===== config.mk =====
export PLATFORM = sky130hd
export DESIGN_NAME = led_display
export DESIGN_NICKNAME = d
export VERILOG_FILES = /design/src/rtl/led_display.sv
export SDC_FILE = /design/constraint.sdc
export NUM_CORES = 1
export LEC_CHECK = 0
export CAP_MARGIN = 5
export CORE_ASPECT_RATIO = 2
export CORE_MARGIN = 3
export CORE_UTILIZATION = 52
export DETAILED_ROUTE_END_ITERATION = 6
export HOLD_SLACK_MARGIN = 0.05
export MAX_ROUTING_LAYER = met4
export PLACE_DENSITY_LB_ADDON = 0.2
export SETUP_SLACK_MARGIN = 0.4
export SYNTH_ARGS = -nofsm -noshare
export SYNTH_HDL_FRONTEND = slang
export SYNTH_SLANG_ARGS = --single-unit

===== constraint.sdc =====
create_clock -name clk -period 2.1 [get_ports clk]
set_input_delay 0.315 -clock clk [delete_from_list [all_inputs] [get_ports clk]]
set_output_delay 0.315 -clock clk [all_outputs]
set_load 0.01 [all_outputs]

===== src/rtl/led_display.sv =====
// ---------------------------------------------------------------------------
// led_display: 8-digit multiplexed seven-segment display fed by an ASCII
// character stream. Accepted characters shift into an 8-entry buffer from
// the right (digit 0). The digits are scanned one at a time, and each digit
// stays enabled for SCAN_CYCLES clocks. EN and SEGS are active-low outputs.
//
// Optional feature: define LED_DISPLAY_HEX_EN to also accept the ASCII
// letters 'A'..'F' and 'a'..'f' as the hex values 10..15.
// ---------------------------------------------------------------------------
module led_display #(
    parameter int SCAN_CYCLES = 20000
) (
    input  logic       clk,
    input  logic       rst,
    input  logic [7:0] recv_data,
    input  logic       recv_valid,
    output logic [7:0] EN,
    output logic [7:0] SEGS
);

    localparam int CNT_W = (SCAN_CYCLES > 1) ? $clog2(SCAN_CYCLES) : 1;
    localparam logic [CNT_W-1:0] CNT_MAX = CNT_W'(SCAN_CYCLES - 1);

    // One buffer entry: a 4-bit hex value plus a blank flag.
    typedef struct packed {
        logic       blank;
        logic [3:0] val;
    } entry_t;

    localparam entry_t BLANK_ENTRY = '{blank: 1'b1, val: 4'h0};

    entry_t [7:0]     buf_q, buf_d;
    logic [CNT_W-1:0] cnt_q, cnt_d;
    logic [2:0]       idx_q, idx_d;
    logic [7:0]       en_q, en_d;
    logic [7:0]       segs_q, segs_d;

    logic             accept;
    logic [3:0]       char_val;

    // Active-low segment pattern {a,b,c,d,e,f,g,dp}; dp is always off.
    function automatic logic [7:0] seg_code(input entry_t e);
        logic [7:0] code;
        if (e.blank) begin
            code = 8'hFF;
        end else begin
            case (e.val)
                4'h0:    code = 8'h03;
                4'h1:    code = 8'h9F;
                4'h2:    code = 8'h25;
                4'h3:    code = 8'h0D;
                4'h4:    code = 8'h99;
                4'h5:    code = 8'h49;
                4'h6:    code = 8'h41;
                4'h7:    code = 8'h1F;
                4'h8:    code = 8'h01;
                4'h9:    code = 8'h09;
                4'hA:    code = 8'h11;
                4'hB:    code = 8'hC1;
                4'hC:    code = 8'h63;
                4'hD:    code = 8'h85;
                4'hE:    code = 8'h61;
                default: code = 8'h71;
            endcase
        end
        return code;
    endfunction

    // Classify the incoming ASCII code and extract its hex value.
    always_comb begin
        // NOTE: defaults first so every path assigns both signals; no latch is inferred.
        accept   = 1'b0;
        char_val = 4'h0;
        if (recv_data >= 8'h30 && recv_data <= 8'h39) begin
            accept   = 1'b1;
            char_val = recv_data[3:0];
        end
`ifdef LED_DISPLAY_HEX_EN
        else if ((recv_data >= 8'h41 && recv_data <= 8'h46) ||
                 (recv_data >= 8'h61 && recv_data <= 8'h66)) begin
            // 'A'/'a' have low nibble 1, so adding 9 maps them to 10.
            accept   = 1'b1;
            char_val = recv_data[3:0] + 4'd9;
        end
`endif
    end

    // Next-state logic: buffer shift, scan timing and the output registers.
    always_comb begin
        buf_d = buf_q;
        if (recv_valid && accept) begin
            buf_d = {buf_q[6:0], entry_t'{blank: 1'b0, val: char_val}};
        end

        cnt_d = cnt_q + CNT_W'(1);
        idx_d = idx_q;
        if (cnt_q == CNT_MAX) begin
            cnt_d = '0;
            idx_d = idx_q + 3'd1;
        end

        en_d   = ~(8'b1 << idx_q);
        segs_d = seg_code(buf_q[idx_q]);
    end

    // State registers; reset blanks the display and restarts the scan at digit 0.
    always_ff @(posedge clk or posedge rst) begin
        // NOTE: the buffer is only 8 small entries, so it is reset like any other
        // flop; that is what guarantees a blank display straight out of reset.
        if (rst) begin
            buf_q  <= {8{BLANK_ENTRY}};
            cnt_q  <= '0;
            idx_q  <= 3'd0;
            en_q   <= 8'hFF;
            segs_q <= 8'hFF;
        end else begin
            // NOTE: non-blocking assignments so every flop samples pre-edge values.
            buf_q  <= buf_d;
            cnt_q  <= cnt_d;
            idx_q  <= idx_d;
            en_q   <= en_d;
            segs_q <= segs_d;
        end
    end

    assign EN   = en_q;
    assign SEGS = segs_q;

endmodule


* Word-level counts from Yosys, hierarchy flattened
Memory sizes are Yosys's and may differ from the RTL's.
Cells that the tools add are included.
Widths: inputs -> output; s select.
** Cells by class
- Add/subtract/negate cells :: 2
- $lt $le $gt $ge :: 3
- Equality and inequality tests :: 1
- Shifts and indexed selects :: 1
- Mux-type cells :: 6
- Bitwise operators :: 1
- Reductions and logical operators :: 2
** Operators by type and width (count)
- $add 15x1->15 const B :: 1
- $bmux 5 s3 :: 1
- $eq 15x15->1 const B :: 1
- $mux 15 :: 1
- $ge 8x6->1 const B :: 1
- $le 8x6->1 const B :: 1
- $mux 8 :: 1
- $not 8->8 :: 1
- $shl 1x3->8 const A :: 1
- $mux 5 :: 1
- $lt 3x4->1 const B :: 1
- $mux 4 :: 1
- $add 3x1->3 const B :: 1
- $logic_and 1x1->1 :: 2
- $mux 1 :: 1
** Word-level totals
- Flip-flop bits (word level) :: 74
- Memory bits (read-only) :: 112
- Memories :: 1
** Memories
- (no name shown) :: depth 16, width 7, rd ports 1, clocked after Yosys merged registers in 0, wr ports 0, RTL line 47 : case (e.val)

* Depth between registers and ports, before layout
- Word-level depth :: 4
- Gate-level depth with buffers :: 10
- Depth with buffers taken out :: 9

* Worst setup path after synthesis
No wires, ideal clock.
- Path type :: reg-to-reg
- Start point :: register idx_q[0]
- End point :: register segs_q[4], in the netlist SEGS[4]
- Arrival :: 1.999 ns
- Required time :: 2.023 ns
- Setup slack :: 0.024 ns
- Stages on the path, launching flop included :: 10
- Path buffers :: 1
- Cell sequence :: dfrtp_1 -> buf_6 -> mux4_1 -> nand2_1 -> nand2_1 -> inv_1 -> ha_1 -> nand3_1 -> o21ai_0 -> a31oi_1
** Between the ends
- Cells in the longest elaborated chain, start to end :: 4
** RTL lines
- start: declaration :: RTL line 34 : logic [2:0] idx_q, idx_d;
- start signal: assignment :: RTL line 120 : idx_q <= idx_d;
- $bmux 5 s3 (*) :: RTL line 103 : segs_d = seg_code(buf_q[idx_q]);
- $mux 5 (implied by the code) (*) :: RTL line 103
- $mem_v2 16x7
- $mux 8 (*) :: RTL line 44 : if (e.blank) begin
- named net segs_d[4] :: RTL line 36 : logic [7:0] segs_q, segs_d;
- end signal: assignment :: RTL line 122 : segs_q <= segs_d;
- end: declaration :: RTL line 36
The timed path passes the listed nets; every way through them passes the cells marked *. The select of a mux whose other input is x is not followed.
A chain may end at the register's enable or synchronous reset.

* Final worst setup path
Ends and elaborated chain as after synthesis.

==> results.cfg <==
[global_routing]
grt_pass1_vias = 2296
grt_pass1_wl_microns = 11000
antenna_found_initial = 0
use_met1_pct = 20.1
grt_max_degree = 74
use_met3_pct = 3.34
grt_overflow = 0
grt-busiest-layer = met2
grt_use_total_pct = 19.2
grtUsageMet2_pct = 33.5

[routing]
viasPerCell = 5.40
detail_route.first_pass.iterations = 4
vias = 2161
wl_per_cell_microns = 16.5
detail_route.wirelength_microns = 6610
ant_nets = 0
drt_iter0_markers = 84
remaining_drc_errors = 0

[floorplan]
ios = 27
die-area_sq_um = 7740
num_rows = 41
fp.dieH_microns = 121
die_w_microns = 63.7
design.core.area_sq_um = 6410
initial_utilization_pct = 54.1

[status]
status = finished clean

[sta]
clock_skew_ns = 0.00582
min_period_ns = 1.93
setup_viol = 0
hold_viol = 0
fin_crit_sh_pct = 91.8
fin_ws_ns = 0.172
setup_tns_ns = 0
finalMaxSlewViolations = 0
rsz0062_at_grt = yes
whs_ns = 0.434
fmax_ghz = 0.519

[clocking]
cts_tree = built
cts_sinks = 73
cts_buffers = 9
clockRootBuffer = clkbuf_16
path_clk_slew_ns = 0.05
clk_path_buf_depth = 2
htreeDepth = 3
worstSkewPairLatency_ns = 0.33
holdBufCountCts = 0

[setup_path]
arrival_ns = 2.18
cp-start-kind = flop
end_kind = flop
path_class = reg -> reg
cp.required_ns = 2.35
reg2reg_slack_ns = 0.17
crit_chain = buf_12 > mux4_2 > nand2_2 > nand2_4 > inv_4 > ha_4 > nand3_2 > o21ai_1 > a31oi_1
critPathSlowestCell = mux4_2
max_stage_delay_ns = 0.51
crit_buf_inv = 2
cpLargestDelayFamily = multiplexers
cp_max_fo = 10

[placed_design]
hpwl_microns = 4330
portBuffers = 25
gp_congestion = 0.792
dp_slack_ns = 0.0575

[logic_synthesis]
yosysWarnings = 0
synth-main-ff-cell = dfrtp_1
async_flop_share_pct = 100
synth_cell_types = 47
netlist_area_sq_um = 3470
seq_area_frac_synth_pct = 53.5
synth_nets = 284
syn_inst = 260
yosysMostFrequentCell = dfrtp_1
synth_common_cells = dfrtp_1, mux2_2, dfstp_2, nand2_1, ha_1
synth.ff_latch_count = 73
synth_top_area_share_pct = 36.1
synth_edf_count = 0
synthTopCellsByArea = dfrtp_1, dfstp_2, mux2_2
syn_avg_cell_area_sq_um = 13.3
synth_top_cell_by_area = dfrtp_1

[layout]
nets = 333
antenna_cells = 0
area.growth.synth_to_final_pct = 28.8
nFillCells = 454
layout-drive-gt1-share_pct = 50.0

[power]
ir_drop_v = 0.000737
p_leak_uw = 0.00203
power.density_nw_per_um2 = 822
totalPowerFinal_uw = 3670

[worst_hold_path]
hold_path_class = in -> async

[flow_run]
maxCapViolations = 0
-- per-stage QoR --
stage	util, %	area, sq um	instances
5_1_grt	69.7	4470	400
3_3_place_gp	61.3	3930	369
3_5_place_dp	61.3	3930	369
4_1_cts	67.6	4340	394
6_report	69.7	4470	400
2_1_floorplan	-	3540	260
-- power breakdown --
part	leakage [uW]	internal, uW	switching [uW]
clock	0.000149	925	539
sequential	0.000911	1540	42.7
combinational	0.000969	317	312
total	0.00203	2780	894
-- repair_timing --
item,4_1_cts,5_1_grt
resized for setup,12,33
setup buffers,8,5
cloned,1,1
pin swaps,3,6
setup endpoints to repair,19,28
-- layout by cell type (no fill, tap or decap), types with 6 or more instances in the layout --
cell type        synthesis  routed
ha_1                    13       7
inv_1                   11       6
nand2_2                  0       6
clkdlybuf4s50_1          0      13
mux2_2                  41      41
nand3_1                  8       6
dfstp_2                 23      23
mux2i_1                  8       6
nor2_1                   9       6
clkbuf_16                0       9
buf_4                    2      17
nand2_1                 23      15
dfrtp_1                 50      47
dlymetal6s2s_1           0      10
xnor2_1                  9       8
mux4_2                   1       8
-- flip-flops by register name, summed over array words and instances (netlist names) --
name / flops
EN: 8
cnt_q: 15
idx_q: 3
buf_q: 40
SEGS: 7
-- worst reg2reg max path: stages, from the launching register on --
cell and delay [ns]:
dfrtp_2 0.38, buf_12 0.15, mux4_2 0.51, nand2_2 0.09, nand2_4 0.10, inv_4 0.12
ha_4 0.21, nand3_2 0.05, o21ai_1 0.08, a31oi_1 0.17
-- routing by layer --
layer | routed length, microns | up-vias
li1 | - | 1013
met1 | 2540 | 1093
met2 | 3760 | 40
met3 | 153 | 15
met4 | 153 | 0
met5 | 0 | -
-- area by class of cell --
class                   count  area, sq um  area share [%]
multi-input cells         165         1660            37.1
clock buffers              14          284            6.36
well taps                  86          108            2.41
flip-flops and latches     73         1860            41.6
repair buffers             48          494            11.1
clock inverters             2         10.0           0.224
inverters                  12         53.8            1.20
-- worst paths after layout --
check	start	end	cells past startpoint
max in group asynchronous	rst	SEGS[6]	3
max	idx_q[0]	SEGS[4]	9
min in group clk	cnt_q[12]	cnt_q[12]	1
min	rst	cnt_q[10]	3
max reg2reg	idx_q[0]	SEGS[4]	9
min reg2reg	cnt_q[12]	cnt_q[12]	1
-- kinds of logic (layout without fill, tap and decap cells) --
family,Yosys count,count (layout),synth area share (%)
XOR/XNOR,13,13,3.28
multiplexers,58,58,22.2
other,1,1,0.108
buffers and inverters,22,76,2.89
AO/OA/AOI/OAI,20,20,4.58
AND/OR/NAND/NOR,60,60,8.70
adder cells (fa/ha/maj),13,13,4.69
flip-flops,73,73,53.5
Power figures use the tool's default switching activity.
==> RTL edit: new RTL, same flow settings <==
`SCAN_CYCLES`: 20000 -> 10000.
--- a/src/rtl/led_display.sv
+++ b/src/rtl/led_display.sv
@@ -10,3 +10,3 @@
 module led_display #(
-    parameter int SCAN_CYCLES = 20000
+    parameter int SCAN_CYCLES = 10000
 ) (
Behaviour: same outputs for any inputs over 10 cycles, from zero or initial values and one cycle with rst high; that may be too few to reach the edited logic, so the function may still have changed.
==> RTL edit against the unedited design <==
Synthesized area shrank 1.8%; clock power is 6% higher; non-clock buffer count decreased by 3; final area down 2.0%; sequential cell count decreased by 1; clock skew about the same; critical path type unchanged; largest cell class unchanged; power grew 3.8%; wire length up 2.3%; critical path depth is the same; worst setup slack better by 29 ps; first-iteration DRC count rose by 20%.
==> RTL edit: results (changes against the unedited design) <==
stage,metric,value,unit,change
power,swShare,0.2502,,+0.006732
power,vdd.ir_drop.worst,568.0,uV,-23%
logic_synthesis,ys_warn_count,0,,unchanged
global_route,grt_pass1_wl,11560,microns,+4.9%
detailed_routing,wl_per_cell,17.29,microns,+4.7%
final_layout,drive_above_1_share,0.4721,,-0.02787
global_route,grtUsageTotal,0.2079,,+0.01577
final_layout,nets,324,,-2.7%
setup_path,cp_max_fo,7,,-3
logic_synthesis,yosysSeqAreaShare,0.5379,,+0.002682
global_route,antenna_found_initial,0,,unchanged
outcome,status,completed,,
hold_path,hold_class,input pin to async pin,,
logic_synthesis,synthDistinctLibCells,43,,-8.5%
detailed_routing,viasPerCell,5.463,,+1.1%
setup_path,crit_arrival,2160,ps,-20 ps
cts,clkTransAtPathRegs,60,ps,
logic_synthesis,synth_commonest_cells,"49 x dfrtp_1, 41 x mux2_2, 23 x dfstp_2",,
logic_synthesis,synthTopCellsByArea,"dfrtp_1 36%, dfstp_2 18%, mux2_2 14%, mux4_1 5.4%, ha_1 4.8%",,
cts,clk-insertion-delay-late,330,ps,about the same
global_route,grt_start_max_net_pins,56,,-24%
placed_design,gp_congestion,0.8690,,+9.7%
detailed_routing,drt-initial-drc-count,101,,+20%
cts,cts_buffer_depth,2,,unchanged
power,p_leak,1.968,nW,-3.0%
logic_synthesis,syn_nets,278,,-2.1%
placed_design,dpl.hpwl,4698,microns,+8.4%
global_route,grt_pass1_vias,2304,,+0.35%
sta,finClkSkew,5.533,ps,-0.2829 ps
cts,htree_levels,3,,unchanged
[RTL edit: path summary, 6_finish.rpt]
kind	from	to	slack (ps)	cells past startpoint
max	idx_q[0]	SEGS[4]	200	9
min	rst	buf_q[0]	340	2
max reg2reg	idx_q[0]	SEGS[4]	200	9
min reg2reg	cnt_q[0]	cnt_q[0]	490	1
max in group asynchronous	rst	buf_q[19]	1110	3
min in group clk	cnt_q[0]	cnt_q[0]	490	1
[RTL edit: cell families (layout without fill, tap and decap cells)]
logic type	after synthesis	after routing	synth area share
buffers and inverters	22	73	0.02904
multiplexers	58	58	0.2265
other	1	1	0.001102
flip-flops	72	72	0.5379
AO/OA/AOI/OAI	18	18	0.04375
AND/OR/NAND/NOR	57	57	0.08052
adder cells (fa/ha/maj)	13	13	0.04780
XOR/XNOR	13	13	0.03346
[RTL edit: final cells by class]
class / count / area, sq um
Clock buffer: 11 / 252.7
Clock inverter: 5 / 55.05
Fill cell: 467 / 1931
Inverter: 12 / 58.81
Multi-Input combinational cell: 160 / 1617
Sequential cell: 72 / 1832
Tap cell: 86 / 107.6
Timing Repair Buffer: 45 / 456.7
[RTL edit: stage by stage]
stage	area [sq um]	hold slack [ps]	power [W]	setup slack (ps)	cells
after floorplan	3475	447.0	0.001933	237.1	254
after global placement	3876	466.1	0.002141	158.7	364
after detailed placement	3876	484.4	0.002155	117.9	364
after CTS	4313	340.8	0.003802	206.9	388
after global routing	4379	369.8	0.003971	127.9	391
final	4379	337.2	0.003810	200.8	391
[RTL edit: worst max-delay path: stages (launching register included)]
cell and delay (ps):
dfrtp_2 390, buf_12 130, mux4_2 500, nand2_2 100, nand2_4 100, inv_6 100
ha_4 210, nand3_2 60, o21ai_2 60, a31oi_1 160
[RTL edit: layer usage]
| layer | track usage | routed length [microns] | vias to the layer above | share of wire |
|---|---|---|---|---|
| li1 | - | - | 991 | - |
| met1 | 0.2096 | 2463 | 1090 | 0.36 |
| met2 | 0.3693 | 3987 | 38 | 0.59 |
| met3 | 0.05112 | 127 | 17 | 0.019 |
| met4 | 0.1028 | 183 | 0 | 0.027 |
| met5 | - | 0 | - | 0 |
[RTL edit: power by group through the flow]
stage	Sequential, W	Combinational, W	Clock, W
global route	0.00157	0.000758	0.00165
global placement	0.00158	0.000560	0
finish	0.00156	0.000708	0.00155
CTS	0.00156	0.000664	0.00158
detailed placement	0.00158	0.000572	0
floorplan	0.00160	0.000333	0
[RTL edit: what timing repair did]
item                       CTS  global route
setup buffers                7             3
pin swaps                    7             7
gates cloned                 1             0
hold buffers                 0             0
resized for setup           27            13
setup endpoints to repair   20            17
